`src/rtl/qpu_pkg.sv`:
```
// Shared types for the QPU gate sequencer: opcodes, instruction record,
// sequencer FSM states and the issue-counter width.
package qpu_pkg;

  localparam int ISSUE_CNT_W = 16;
  localparam int QPU_REP_W   = 4;

  typedef enum logic [1:0] {
    OP_NOP   = 2'b00,
    OP_X     = 2'b01,
    OP_H     = 2'b10,
    OP_RESET = 2'b11
  } qpu_op_t;

  // Default-width instruction record; the sequencer re-declares it with its
  // own REP_W so the FIFO carries exactly the bits in use.
  typedef struct packed {
    qpu_op_t                op;
    logic [QPU_REP_W-1:0]   rep;
  } qpu_instr_t;

  typedef enum logic [1:0] {
    ST_IDLE = 2'b00,
    ST_RUN  = 2'b01,
    ST_DONE = 2'b10
  } seq_state_t;

  // X and H are self-inverse rotations; an even run of either is identity.
  function automatic logic is_rotation(qpu_op_t op);
    return (op == OP_X) || (op == OP_H);
  endfunction

endpackage

```
`src/rtl/qpu_instr_fifo.sv`:
```
// Synchronous show-ahead FIFO of sequencer instructions.
// Pointers carry one extra wrap bit; full/empty come from the MSB compare.
module qpu_instr_fifo
  import qpu_pkg::*;
#(
  parameter int  DEPTH   = 8,
  parameter type instr_t = qpu_instr_t
) (
  input  logic                   clk,
  input  logic                   reset,
  input  logic                   push_i,
  input  instr_t                 data_i,
  input  logic                   pop_i,
  output logic                   full_o,
  output logic                   empty_o,
  output logic [$clog2(DEPTH):0] count_o,
  output instr_t                 head_o
);

  localparam int AW = $clog2(DEPTH);

  instr_t          mem_q [DEPTH];
  logic   [AW:0]   wr_q;
  logic   [AW:0]   rd_q;
  logic            do_push;
  logic            do_pop;

  // A blocked push or an underflowing pop leaves the state untouched.
  assign do_push = push_i && !full_o;
  assign do_pop  = pop_i && !empty_o;

  assign full_o  = (wr_q[AW] != rd_q[AW]) && (wr_q[AW-1:0] == rd_q[AW-1:0]);
  assign empty_o = (wr_q == rd_q);
  assign count_o = wr_q - rd_q;
  assign head_o  = mem_q[rd_q[AW-1:0]];

  // Pointer update; both may move in the same cycle.
  always_ff @(posedge clk) begin
    if (reset) begin
      wr_q <= '0;
      rd_q <= '0;
    end else begin
      if (do_push) wr_q <= wr_q + (AW+1)'(1);
      if (do_pop)  rd_q <= rd_q + (AW+1)'(1);
    end
  end

  // Storage write; contents need no reset because the pointers gate reads.
  always_ff @(posedge clk) begin
    if (do_push) mem_q[wr_q[AW-1:0]] <= data_i;
  end

endmodule

```
`src/rtl/qpu_gate_sequencer.sv`:
```
// Upstream stage of the 1-qubit QPU core: buffers gate instructions and
// streams one 2-bit gate code per clock after start.
// Optional macro QSEQ_FUSE_EN: X/H runs collapse to parity (even -> one idle
// cycle, odd -> one issue).
module qpu_gate_sequencer
  import qpu_pkg::*;
#(
  parameter int DEPTH = 8,
  parameter int REP_W = 4
) (
  input  logic                   clk,
  input  logic                   reset,
  input  logic                   in_valid,
  output logic                   in_ready,
  input  logic [1:0]             in_op,
  input  logic [REP_W-1:0]       in_rep,
  input  logic                   start,
  output logic                   busy,
  output logic                   done,
  output logic [1:0]             gate_out,
  output logic                   qpu_reset,
  output logic [ISSUE_CNT_W-1:0] issue_cnt
);

  localparam int CW = $clog2(DEPTH) + 1;

  typedef struct packed {
    qpu_op_t          op;
    logic [REP_W-1:0] rep;
  } seq_instr_t;

  seq_instr_t             fifo_in;
  seq_instr_t             head;
  logic                   fifo_full;
  logic                   fifo_empty;
  logic [CW-1:0]          fifo_count;
  logic                   push_acc;

  seq_state_t             state_q;
  logic [REP_W-1:0]       rep_q;
  logic                   fresh_q;
  logic [1:0]             gate_q;
  logic                   qrst_q;
  logic                   busy_q;
  logic                   done_q;
  logic [ISSUE_CNT_W-1:0] issue_q;

  logic                   step;
  logic                   pop;
  logic                   rep_last;
  logic                   is_rst;
  logic [1:0]             code;
  logic [REP_W-1:0]       eff_rep;
  logic [REP_W-1:0]       cur_rep;
  logic [REP_W-1:0]       rep_d;
  logic [ISSUE_CNT_W-1:0] issue_base;
  logic [ISSUE_CNT_W-1:0] issue_d;
  seq_state_t             run_next;

  assign fifo_in.op  = qpu_op_t'(in_op);
  assign fifo_in.rep = in_rep;
  assign in_ready    = !fifo_full;
  assign push_acc    = in_valid && in_ready;

  qpu_instr_fifo #(
    .DEPTH   (DEPTH),
    .instr_t (seq_instr_t)
  ) u_fifo (
    .clk     (clk),
    .reset   (reset),
    .push_i  (push_acc),
    .data_i  (fifo_in),
    .pop_i   (pop),
    .full_o  (fifo_full),
    .empty_o (fifo_empty),
    .count_o (fifo_count),
    .head_o  (head)
  );

  // Decode the head: code to issue, repeats still owed, and whether it retires now.
  always_comb begin
    is_rst  = (head.op == OP_RESET);
    code    = head.op;
    eff_rep = head.rep;
    if (is_rst) begin
      code    = 2'b00;
      eff_rep = '0;
    end
`ifdef QSEQ_FUSE_EN
    else if (is_rotation(head.op)) begin
      eff_rep = '0;
      if (head.rep[0]) code = 2'b00;
    end
`endif
    // A freshly exposed head starts from its own repeat field; otherwise
    // continue the countdown in progress.
    cur_rep    = fresh_q ? eff_rep : rep_q;
    rep_last   = (cur_rep == '0);
    rep_d      = rep_last ? '0 : cur_rep - REP_W'(1);
    step       = !fifo_empty && ((state_q == ST_RUN) || ((state_q == ST_IDLE) && start));
    pop        = step && rep_last;
    // Leaving the last entry with nothing arriving ends the program.
    run_next   = (pop && (fifo_count == CW'(1)) && !push_acc) ? ST_DONE : ST_RUN;
    issue_base = (state_q == ST_IDLE) ? '0 : issue_q;
    issue_d    = issue_base;
    if (((code == 2'b01) || (code == 2'b10)) && (issue_base != '1))
      issue_d = issue_base + ISSUE_CNT_W'(1);
  end

  // Sequencer FSM with registered gate/reset/status outputs.
  always_ff @(posedge clk) begin
    if (reset) begin
      state_q <= ST_IDLE;
      rep_q   <= '0;
      fresh_q <= 1'b1;
      gate_q  <= 2'b00;
      qrst_q  <= 1'b0;
      busy_q  <= 1'b0;
      done_q  <= 1'b0;
      issue_q <= '0;
    end else begin
      gate_q <= 2'b00;
      qrst_q <= 1'b0;
      done_q <= 1'b0;
      if (step) begin
        gate_q  <= code;
        qrst_q  <= is_rst;
        rep_q   <= rep_d;
        fresh_q <= rep_last;
        issue_q <= issue_d;
      end
      case (state_q)
        ST_IDLE: begin
          busy_q <= 1'b0;
          if (start) begin
            if (fifo_empty) begin
              done_q <= 1'b1;
            end else begin
              busy_q  <= 1'b1;
              state_q <= run_next;
            end
          end
        end
        ST_RUN: begin
          if (fifo_empty) begin
            busy_q  <= 1'b0;
            state_q <= ST_DONE;
          end else begin
            busy_q  <= 1'b1;
            state_q <= run_next;
          end
        end
        ST_DONE: begin
          busy_q  <= 1'b0;
          done_q  <= 1'b1;
          state_q <= ST_IDLE;
        end
        default: begin
          busy_q  <= 1'b0;
          state_q <= ST_IDLE;
        end
      endcase
    end
  end

  assign gate_out  = gate_q;
  assign qpu_reset = qrst_q;
  assign busy      = busy_q;
  assign done      = done_q;
  assign issue_cnt = issue_q;

endmodule

```
`config.mk`:
```
export PLATFORM = sky130hd
export DESIGN_NAME = qpu_gate_sequencer
export DESIGN_NICKNAME = d
export VERILOG_FILES = /design/src/rtl/qpu_pkg.sv /design/src/rtl/qpu_instr_fifo.sv /design/src/rtl/qpu_gate_sequencer.sv
export SDC_FILE = /design/constraint.sdc
export NUM_CORES = 1
export LEC_CHECK = 0
export ABC_AREA = 1
export CAP_MARGIN = 10
export CORE_AREA = 4 4 108 110
export CTS_CLUSTER_DIAMETER = 100
export DETAILED_ROUTE_END_ITERATION = 10
export DIE_AREA = 0 0 112 114
export DONT_BUFFER_PORTS = 1
export PLACE_DENSITY = 0.49
export SLEW_MARGIN = 0
export SYNTH_ARGS = -nofsm -noshare
export SYNTH_HDL_FRONTEND = slang
export SYNTH_SLANG_ARGS = --single-unit
export TNS_END_PERCENT = 10
```
`constraint.sdc`:
```
create_clock -name clk -period 3 [get_ports clk]
set_input_delay 0.3 -clock clk [delete_from_list [all_inputs] [get_ports clk]]
set_output_delay 0.3 -clock clk [all_outputs]
set_load 0.01 [all_outputs]
```
Word level (Yosys, flattened, before mapping) --
Memory sizes are Yosys's and may differ from the RTL's. A register that Yosys moved wholly into a read port is not among the register bits. Index checks and enable logic that the tools add are counted.
Storage, ports and cells: input port bits 10, memory bits (read-only) 0, latch bits 0, memories kept 1, RAM bits 48, output and inout bits 22, register bits 36
Operators by class: equal/unequal tests 12, mux-type cells 21, reductions and logical operators 19, order comparisons 0, shift operators 0, bitwise operators 1, divide/modulo/power cells 0, $mul 0, $add $sub $neg 5
Memory list:
- u_fifo.mem_q | depth 8, bits a word 6, rd ports 1, clocked after memory_dff 1, wr ports 1, RTL line qpu_instr_fifo.sv:22 | instr_t mem_q [DEPTH];
Operators by type and width (number):
- 16-bit two-way mux | 2
- 16-bit by 1-bit adder with 16-bit output (second input constant) | 1
- 16-bit != test (second input constant) | 1
- 4-bit two-way mux | 3
- 1-bit logical AND | 10
- 2-bit two-way mux | 5
- 4-bit by 1-bit adder with 4-bit output (second input constant) | 2
- 2-bit equality test (second input constant) | 3
- 1-bit two-way mux | 6
- 3-bit two-way mux | 2
- 2-bit by 1-bit equality test with 1-bit output (second input constant) | 2
- 4-bit by 1-bit equality test with 1-bit output (second input constant) | 1
- 4-bit equality test | 1
- 4-bit logical NOT | 1
- 2-bit != test (second input constant) | 2
- 1-bit one-hot mux with 2 select lines | 2
- 2-bit one-hot mux with 2 select lines | 1
- 4-bit by 1-bit subtractor with 4-bit output (second input constant) | 1
- 4-bit subtractor | 1
- 3-bit equality test | 1
- 1-bit logical NOT | 3
- 2-bit logical NOT | 1
- 1-bit logical OR | 2
- 2-bit AND reduction | 1
- other kinds (3) | 3

Depth between registers and ports, before layout --
Gate-level depths: netlist (run 1).
depth in word-level cells 11, depth in mapped cells 16, gate-level depth less buffers 14

Modules after synthesis --
A second synthesis (run 1) with hierarchy kept.
Unflattened totals: cell total of the unflattened synthesis 507, area total of the unflattened synthesis 4231.6 µm²
By module, submodules not included:
- qpu_instr_fifo | sequential area each 1661.6 µm², area an instance 2606.2 µm², cells an instance 246, times used 1
- qpu_gate_sequencer | sequential area each 560.5 µm², area an instance 1625.3 µm², cells an instance 261, times used 1

Least setup slack after synthesis (run 1) --
No wires, ideal clock.
path type register to register, from register with a tool-made name, to register issue_q[2], in the netlist issue_cnt[2], buffers on the path 2, data required time 2.884 ns, period minus slack after synthesis 2.218 ns, arrival 2.103 ns, stages on the path, launching flop included 16, setup slack 0.782 ns, cells stage by stage dfxtp_1 -> buf_6 -> inv_4 -> buf_2 -> nor2_1 -> o22ai_1 -> inv_1 -> o21ai_0 -> inv_1 -> ha_1 -> inv_1 -> nand2_2 -> nor2_2 -> nand2_1 -> o21ai_0 -> nor2_1
RTL lines:
- end signal, assigned | RTL line qpu_gate_sequencer.sv:130 | issue_q <= issue_d;
- end, declared | RTL line qpu_gate_sequencer.sv:46 | logic [ISSUE_CNT_W-1:0] issue_q;

==> results of run 1 <==
==> power by group <==
part	switching [mW]	total [mW]	internal, mW	leakage, nW
Combinational	0.606	0.873	0.267	0.996
Clock	0.423	0.896	0.473	0.108
Sequential	0.0681	1.40	1.33	0.753
==> metrics by stage <==
stage / cell area (µm²) / instances / power (mW) / hold WS [ns] / util
detailed placement: 4340 / 632 / 2.29 / 0.375 / 0.406
global placement: 4340 / 632 / 2.28 / 0.373 / 0.406
floorplan: 4130 / 489 / 2.09 / 0.373 / -
finish: 4630 / 655 / 3.17 / 0.0222 / 0.432
global route: 4630 / 655 / 3.38 / 0.000540 / 0.432
CTS: 4570 / 649 / 3.19 / 0.00671 / 0.427
==> timing repair <==
item	4_1_cts	5_1_grt
endpoints found under the hold margin	12	47
setup endpoints to repair	0	0
hold buffers	1	6
buffers inserted	0	0
==> sequential cells by signal (all words and copies together) (netlist names), named ones only <==
register / flops
rep_q: 4
u_fifo.rd_q: 4
state_q: 2
qpu_reset: 1
issue_cnt: 16
u_fifo.mem_q: 48
busy: 1
done: 1
u_fifo.wr_q: 4
gate_out: 2
fresh_q: 1
==> worst max-delay path, cell delays in order, from the launching register on <==
cell and delay, ns:
sky130_fd_sc_hd__dfxtp_1 0.41, sky130_fd_sc_hd__inv_4 0.25, sky130_fd_sc_hd__o21ai_0 0.13, sky130_fd_sc_hd__o22ai_1 0.12, sky130_fd_sc_hd__inv_1 0.06, sky130_fd_sc_hd__o21ai_0 0.30
sky130_fd_sc_hd__inv_1 0.08, sky130_fd_sc_hd__ha_1 0.33, sky130_fd_sc_hd__inv_1 0.09, sky130_fd_sc_hd__nand2_2 0.12, sky130_fd_sc_hd__nor2_2 0.22, sky130_fd_sc_hd__nand2_1 0.11
sky130_fd_sc_hd__o21ai_0 0.16, sky130_fd_sc_hd__nor2_1 0.05
==> cells in the final DEF, fill, tap and decap left out, drive strengths merged <==
master / synthesis / final
ha: 9 / 9
xnor2: 2 / 2
nand2: 149 / 149
nand4: 12 / 12
a21oi: 19 / 19
edfxtp: 48 / 48
o22ai: 4 / 4
or2: 1 / 1
bufinv: 0 / 2
xor2: 2 / 2
o2111ai: 1 / 1
buf: 11 / 15
clkinv: 1 / 3
dlygate4sd3: 0 / 7
nor2: 67 / 67
inv: 51 / 52
fa: 1 / 1
a21boi: 2 / 2
clkbuf: 1 / 11
nor3: 3 / 3
a211oi: 1 / 1
o211ai: 2 / 2
o21ai: 23 / 23
dfxtp: 39 / 39
nand3: 40 / 40
==> routing by layer <==
layer	share of wire	wire, µm
met1	0.47	4520
met2	0.49	4720
met3	0.030	290
met4	0.012	117
met5	0	0
==> layout make-up <==
class / instances / area, µm²
fill: 1087 / 6070
sequential: 87 / 2220
multi-input combinational: 338 / 1630
inverter: 52 / 198
timing repair buffer: 22 / 183
tap: 140 / 175
clock buffer: 11 / 131
clock inverter: 5 / 82.6
==> kinds of logic (layout without fill, tap and decap cells) <==
kind of cell	count (synthesis)	in the layout	synth area share
and+or+nand+nor	272	272	0.283
buffers and inverters	64	90	0.0666
xor gates and xnor gates	4	4	0.0103
AOI/OAI and AO/OA	52	52	0.0700
adders and majority gates	10	10	0.0321
DFF	87	87	0.538
==> final timing paths <==
kind / from / endpoint / slack [ns] / cells past startpoint
setup / recovery: flop / issue_cnt[2]$_SDFFE_PP0N_ / 0.47 / 13
hold / removal: reset / busy$_SDFF_PP0_ / 0.02 / 1
setup reg to reg: flop / issue_cnt[2]$_SDFFE_PP0N_ / 0.47 / 13
hold reg to reg: rep_q[2]$_SDFFE_PP0N_ / rep_q[2]$_SDFFE_PP0N_ / 0.48 / 2
==> flow_metrics.py, run 1 <==
metrics = {
    "clocking": {
        "clock_latency_ns": 0.37,
        "cts-root-to-sink-buffers": 2,
        "ctsRootBufferMaster": "sky130_fd_sc_hd__clkbuf_8",
        "clock_sinks": 87,
        "h-tree-depth": 3,
        "worst_setup_hold_path_clk_slew_ns": 0.08,
        "ctsResizeCount": 0,
        "tritoncts_clock_tree": "yes",
        "tritoncts_buffers": 9,
    },
    "sta": {
        "worstMarginPinSlew_ns": 0.855,
        "max-slew-margin-rel": 0.425,
        "fin_setup_tns_ns": 0,
        "setup_violations": 0,
        "fmax_ghz": 0.395,
        "hold_viol": 0,
        "grt_setup_unrepaired": "false",
        "period_needed_ns": 2.53,
        "final_min_period_over_clock_period": 0.843,
        "final_max_slew_viol_count": 0,
        "clock-skew-final_ns": 0.00597,
        "final_ws_setup_ns": 0.470,
    },
    "grt": {
        "number_of_global_route_vias_before_repair": 3058,
        "gr-usage-met1": 0.196,
        "grt_max_degree": 25,
        "grt_util_met3": 0.0440,
        "total_track_usage": 0.157,
        "grt_pass1_wl_um": 15600,
        "grt_antenna_before_repair": 0,
        "global_route.usage.met2": 0.264,
        "top_usage_layer": "met2",
        "grt.overflow.total": 0,
    },
    "yosys": {
        "top_cell_types_by_occurrence_after_synthesis": "sky130_fd_sc_hd__nand2_1, sky130_fd_sc_hd__nor2_1, sky130_fd_sc_hd__edfxtp_1, sky130_fd_sc_hd__inv_1, sky130_fd_sc_hd__dfxtp_1",
        "post_synth_main_area_contributors": "sky130_fd_sc_hd__edfxtp_1, sky130_fd_sc_hd__dfxtp_1, sky130_fd_sc_hd__nand2_1",
        "syn_area_per_cell_um2": 8.45,
        "fraction_of_registers_with_async_set_reset": 0,
        "synthCells": 489,
        "ys_warn_count": 0,
        "post_synthesis_sequential_area_ratio": 0.538,
        "yosys_most_used_dff": "sky130_fd_sc_hd__edfxtp_1",
        "synth.net_count": 509,
        "post-synth-top-area-cell": "sky130_fd_sc_hd__edfxtp_1",
        "syn-cell-area_um2": 4130,
        "netlist.area_leader.share": 0.349,
        "synth.most_common_cell": "sky130_fd_sc_hd__nand2_1",
        "post_synth_num_cell_types": 35,
        "postSynthRegisterBits": 87,
        "synth_enable_flop_cells": 48,
    },
    "finish": {
        "n_antenna_cell": 0,
        "area_delta_synth_final_pct": 12.0,
        "design.final.nets": 530,
        "final_layout_size_suffix_gt1_frac": 0.0932,
    },
    "power_and_ir_drop": {
        "cellLeakagePower_nw": 1.86,
        "cellPowerDensity_nw_per_um2": 685,
        "vdd_ir_drop_max_uv": 252,
    },
    "routing": {
        "antenna_left": 0,
        "route.vias.total": 3200,
        "vias_per_cell": 4.89,
        "totalWireLength_um": 9650,
        "firstDrtPassIters": 4,
        "drc": 0,
        "wire_per_inst_um": 14.7,
        "drt_iter0_markers": 145,
    },
    "setup_path": {
        "critPathCaptureType": "flop",
        "worst_ep_arrival_time_ns": 2.80,
        "worstSetupStartpointType": "flop",
        "critical_path_peak_fanout": 24,
        "timing.setup.critical_path_class": "flop to flop",
        "critPathRequiredTime_ns": 3.27,
    },
    "floorplanning": {
        "die_w_um": 112,
        "die_outline_area_um2": 12800,
        "die_h_um": 114,
        "pin_count": 32,
        "fp-row-count": 38,
        "initial_standard_cell_utilization_of_the_core": 0.386,
        "core-area_um2": 10700,
    },
    "placed_design": {
        "pre_cts_slack_ns": 0.457,
        "finalWeightedCongestion": 0.796,
        "portBuffers": 0,
        "place_hpwl_um": 6800,
    },
    "run_status": {
        "run_status": "completed",
    },
    "hold_path": {
        "hp-class": "input port to flop",
    },
    "job": {
        "max-cap-violations": 0,
    },
}
No activity file was read; power rests on OpenSTA's default activity.
==> inputs of run 2 (changes only) <==
--- a/config.mk
+++ b/config.mk
@@ -12,7 +12,7 @@
 export DETAILED_ROUTE_END_ITERATION = 10
 export DIE_AREA = 0 0 112 114
 export DONT_BUFFER_PORTS = 1
-export PLACE_DENSITY = 0.49
+export PLACE_DENSITY = 0.51
 export SLEW_MARGIN = 0
 export SYNTH_ARGS = -nofsm -noshare
 export SYNTH_HDL_FRONTEND = slang
==> constraint.sdc (replaced) <==
create_clock -name clk -period 2.29 [get_ports clk]
set_input_delay 0.229 -clock clk [delete_from_list [all_inputs] [get_ports clk]]
set_output_delay 0.229 -clock clk [all_outputs]
set_load 0.01 [all_outputs]
==> run 2 against run 1 <==
Compared with the run above: non-clock buffer count grew 18; via count grew 0.75%; sequential cell count is the same; clock power grew 27%; wire length shrank 2.4%; design area grew 5.4%; utilization grew 2.3 points; clock skew grew 0.0062 ns; register-to-register slack lost 0.35 ns; sequential share of layout area shrank 2.3 points; combinational power grew 76%; sequential power grew 31%; largest cell class unchanged; highest routed layer unchanged.
==> flow_metrics.py, run 2 (synthesis results as in run 1) <==
metrics = {
    "finish": {
        "design_area_um2": 4870,
        "top_library_cells_by_usage_in_the_layout_fill_and_taps_aside": "sky130_fd_sc_hd__nand2_1, sky130_fd_sc_hd__nor2_1, sky130_fd_sc_hd__edfxtp_1",
        "final.fill_count": 1031,
        "utilization": 0.456,
        "design.final.nets": 548,
        "area_delta_synth_final_pct": 18.0,
        "multi_input_comb_area_um2": 1720,
        "non_filler_instance_count_after_layout": 673,
        "n_antenna_cell": 0,
        "mostFrequentLayoutCell": "sky130_fd_sc_hd__nand2_1",
        "final_layout_size_suffix_gt1_frac": 0.159,
        "regArea_um2": 2230,
        "largest_register_ff_count": 48,
    },
    "routing": {
        "totalWireLength_um": 9420,
        "route.vias.total": 3224,
        "vias_per_cell": 4.79,
        "antenna_left": 0,
        "drt_iter0_markers": 152,
        "firstDrtPassIters": 4,
        "wire_per_inst_um": 14.0,
        "drc": 0,
    },
    "setup_path": {
        "critPathRequiredTime_ns": 2.57,
        "worst_ep_arrival_time_ns": 2.45,
        "ff_to_ff_setup_slack_ns": 0.12,
        "critPathCaptureType": "flop",
        "timing.setup.critical_path_class": "flop to flop",
        "worstSetupStartpointType": "flop",
        "critical_path_peak_fanout": 10,
    },
    "clocking": {
        "worst_setup_hold_path_clk_slew_ns": 0.08,
        "h-tree-depth": 3,
        "clock_sinks": 87,
        "tritoncts_clock_tree": "yes",
        "ctsRootBufferMaster": "sky130_fd_sc_hd__clkbuf_8",
        "cts-root-to-sink-buffers": 2,
        "tritoncts_buffers": 9,
        "clock_latency_ns": 0.36,
    },
    "power_and_ir_drop": {
        "cellPowerDensity_nw_per_um2": 927,
        "cellLeakagePower_nw": 1.96,
        "vdd_ir_drop_max_uv": 362,
    },
    "grt": {
        "grt_max_degree": 20,
        "number_of_global_route_vias_before_repair": 3023,
        "grt.overflow.total": 0,
        "grt_pass1_wl_um": 15300,
        "total_track_usage": 0.153,
        "grt_antenna_before_repair": 0,
    },
    "placed_design": {
        "postPlaceCellArea_um2": 4470,
        "finalWeightedCongestion": 0.833,
        "placed_cells_incl_taps": 646,
        "place_hpwl_um": 6560,
        "portBuffers": 0,
        "pre_cts_slack_ns": -0.0802,
    },
    "sta": {
        "grt_setup_unrepaired": "true",
        "final_max_slew_viol_count": 0,
        "setup_violations": 0,
        "final_min_period_over_clock_period": 0.949,
        "period_needed_ns": 2.17,
        "max-slew-margin-rel": 0.605,
        "fin_setup_tns_ns": 0,
        "fmax_ghz": 0.460,
        "clock-skew-final_ns": 0.0122,
        "worstMarginPinSlew_ns": 0.590,
        "hold_viol": 0,
        "final_ws_setup_ns": 0.118,
    },
    "floorplanning": {
        "fp-row-count": 38,
        "pin_count": 32,
        "initial_standard_cell_utilization_of_the_core": 0.386,
        "die_w_um": 112,
        "die_h_um": 114,
        "die_outline_area_um2": 12800,
        "core-area_um2": 10700,
    },
    "job": {
        "max-cap-violations": 0,
    },
    "hold_path": {
        "hp-class": "input port to flop",
    },
    "run_status": {
        "run_status": "completed",
    },
}
[run 2: cell types whose count changed in the layout (fill, tap and decap cells not counted), sizes merged]
| cell | change |
|---|---|
| buf | +18 |
| clkinvlp | +2 |
| clkbuf | -1 |
| inv | -1 |
[run 2: worst max-delay path, cell delays in order (launching register included)]
cell and delay, ns:
sky130_fd_sc_hd__dfxtp_4 0.41, sky130_fd_sc_hd__inv_4 0.06, sky130_fd_sc_hd__o21ai_0 0.15, sky130_fd_sc_hd__o22ai_1 0.11
sky130_fd_sc_hd__nand2_1 0.06, sky130_fd_sc_hd__o21ai_0 0.08, sky130_fd_sc_hd__buf_4 0.16, sky130_fd_sc_hd__ha_4 0.17
sky130_fd_sc_hd__nor2_4 0.16, sky130_fd_sc_hd__nand3_2 0.10, sky130_fd_sc_hd__nand2_2 0.09, sky130_fd_sc_hd__nor2_4 0.06
sky130_fd_sc_hd__buf_4 0.15, sky130_fd_sc_hd__a21oi_1 0.16, sky130_fd_sc_hd__nand2_1 0.08, sky130_fd_sc_hd__a21oi_1 0.11
[run 2: area by class of cell]
| cell class | instances | area share |
|---|---|---|
| Clock buffer | 10 | 0.0262 |
| Timing Repair Buffer | 40 | 0.0703 |
| Sequential cell | 87 | 0.457 |
| Inverter | 52 | 0.0406 |
| Tap cell | 140 | 0.0359 |
| Multi-Input combinational cell | 338 | 0.353 |
| Clock inverter | 6 | 0.0175 |
[run 2: through the flow]
step | total power, mW | hold slack, ns
3_3_place_gp | 3.17 | 0.301
4_1_cts | 4.37 | 0.0322
3_5_place_dp | 3.18 | 0.303
6_report | 4.52 | 0.0475
2_1_floorplan | 2.73 | 0.302
5_1_grt | 4.82 | 0.0298
[run 2: worst paths after layout]
check | start | cells past startpoint | to
hold reg to reg | rep_q[2]$_SDFFE_PP0N_ | 2 | rep_q[2]$_SDFFE_PP0N_
setup reg to reg | flop | 15 | rep_q[2]$_SDFFE_PP0N_
hold / removal | start | 2 | done$_SDFF_PP0_
setup / recovery | flop | 15 | rep_q[2]$_SDFFE_PP0N_
[run 2: timing repair]
item,4_1_cts,5_1_grt
setup buffers,0,4
hold buffers,7,0
endpoints found under the setup margin,20,54
resized for setup,5,24
endpoints found under the hold margin,62,0
pin swaps,2,8
[run 2: report_power, final]
part / internal [mW] / switching (mW)
Combinational: 0.615 / 0.927
Sequential: 1.75 / 0.0846
Clock: 0.610 / 0.532
Total: 2.98 / 1.54
[run 2: routing by layer]
layer  share of wire  GRT usage
met1            0.47      0.196
met2            0.48      0.253
met3           0.035     0.0414
met4           0.012     0.0497
met5               0          0
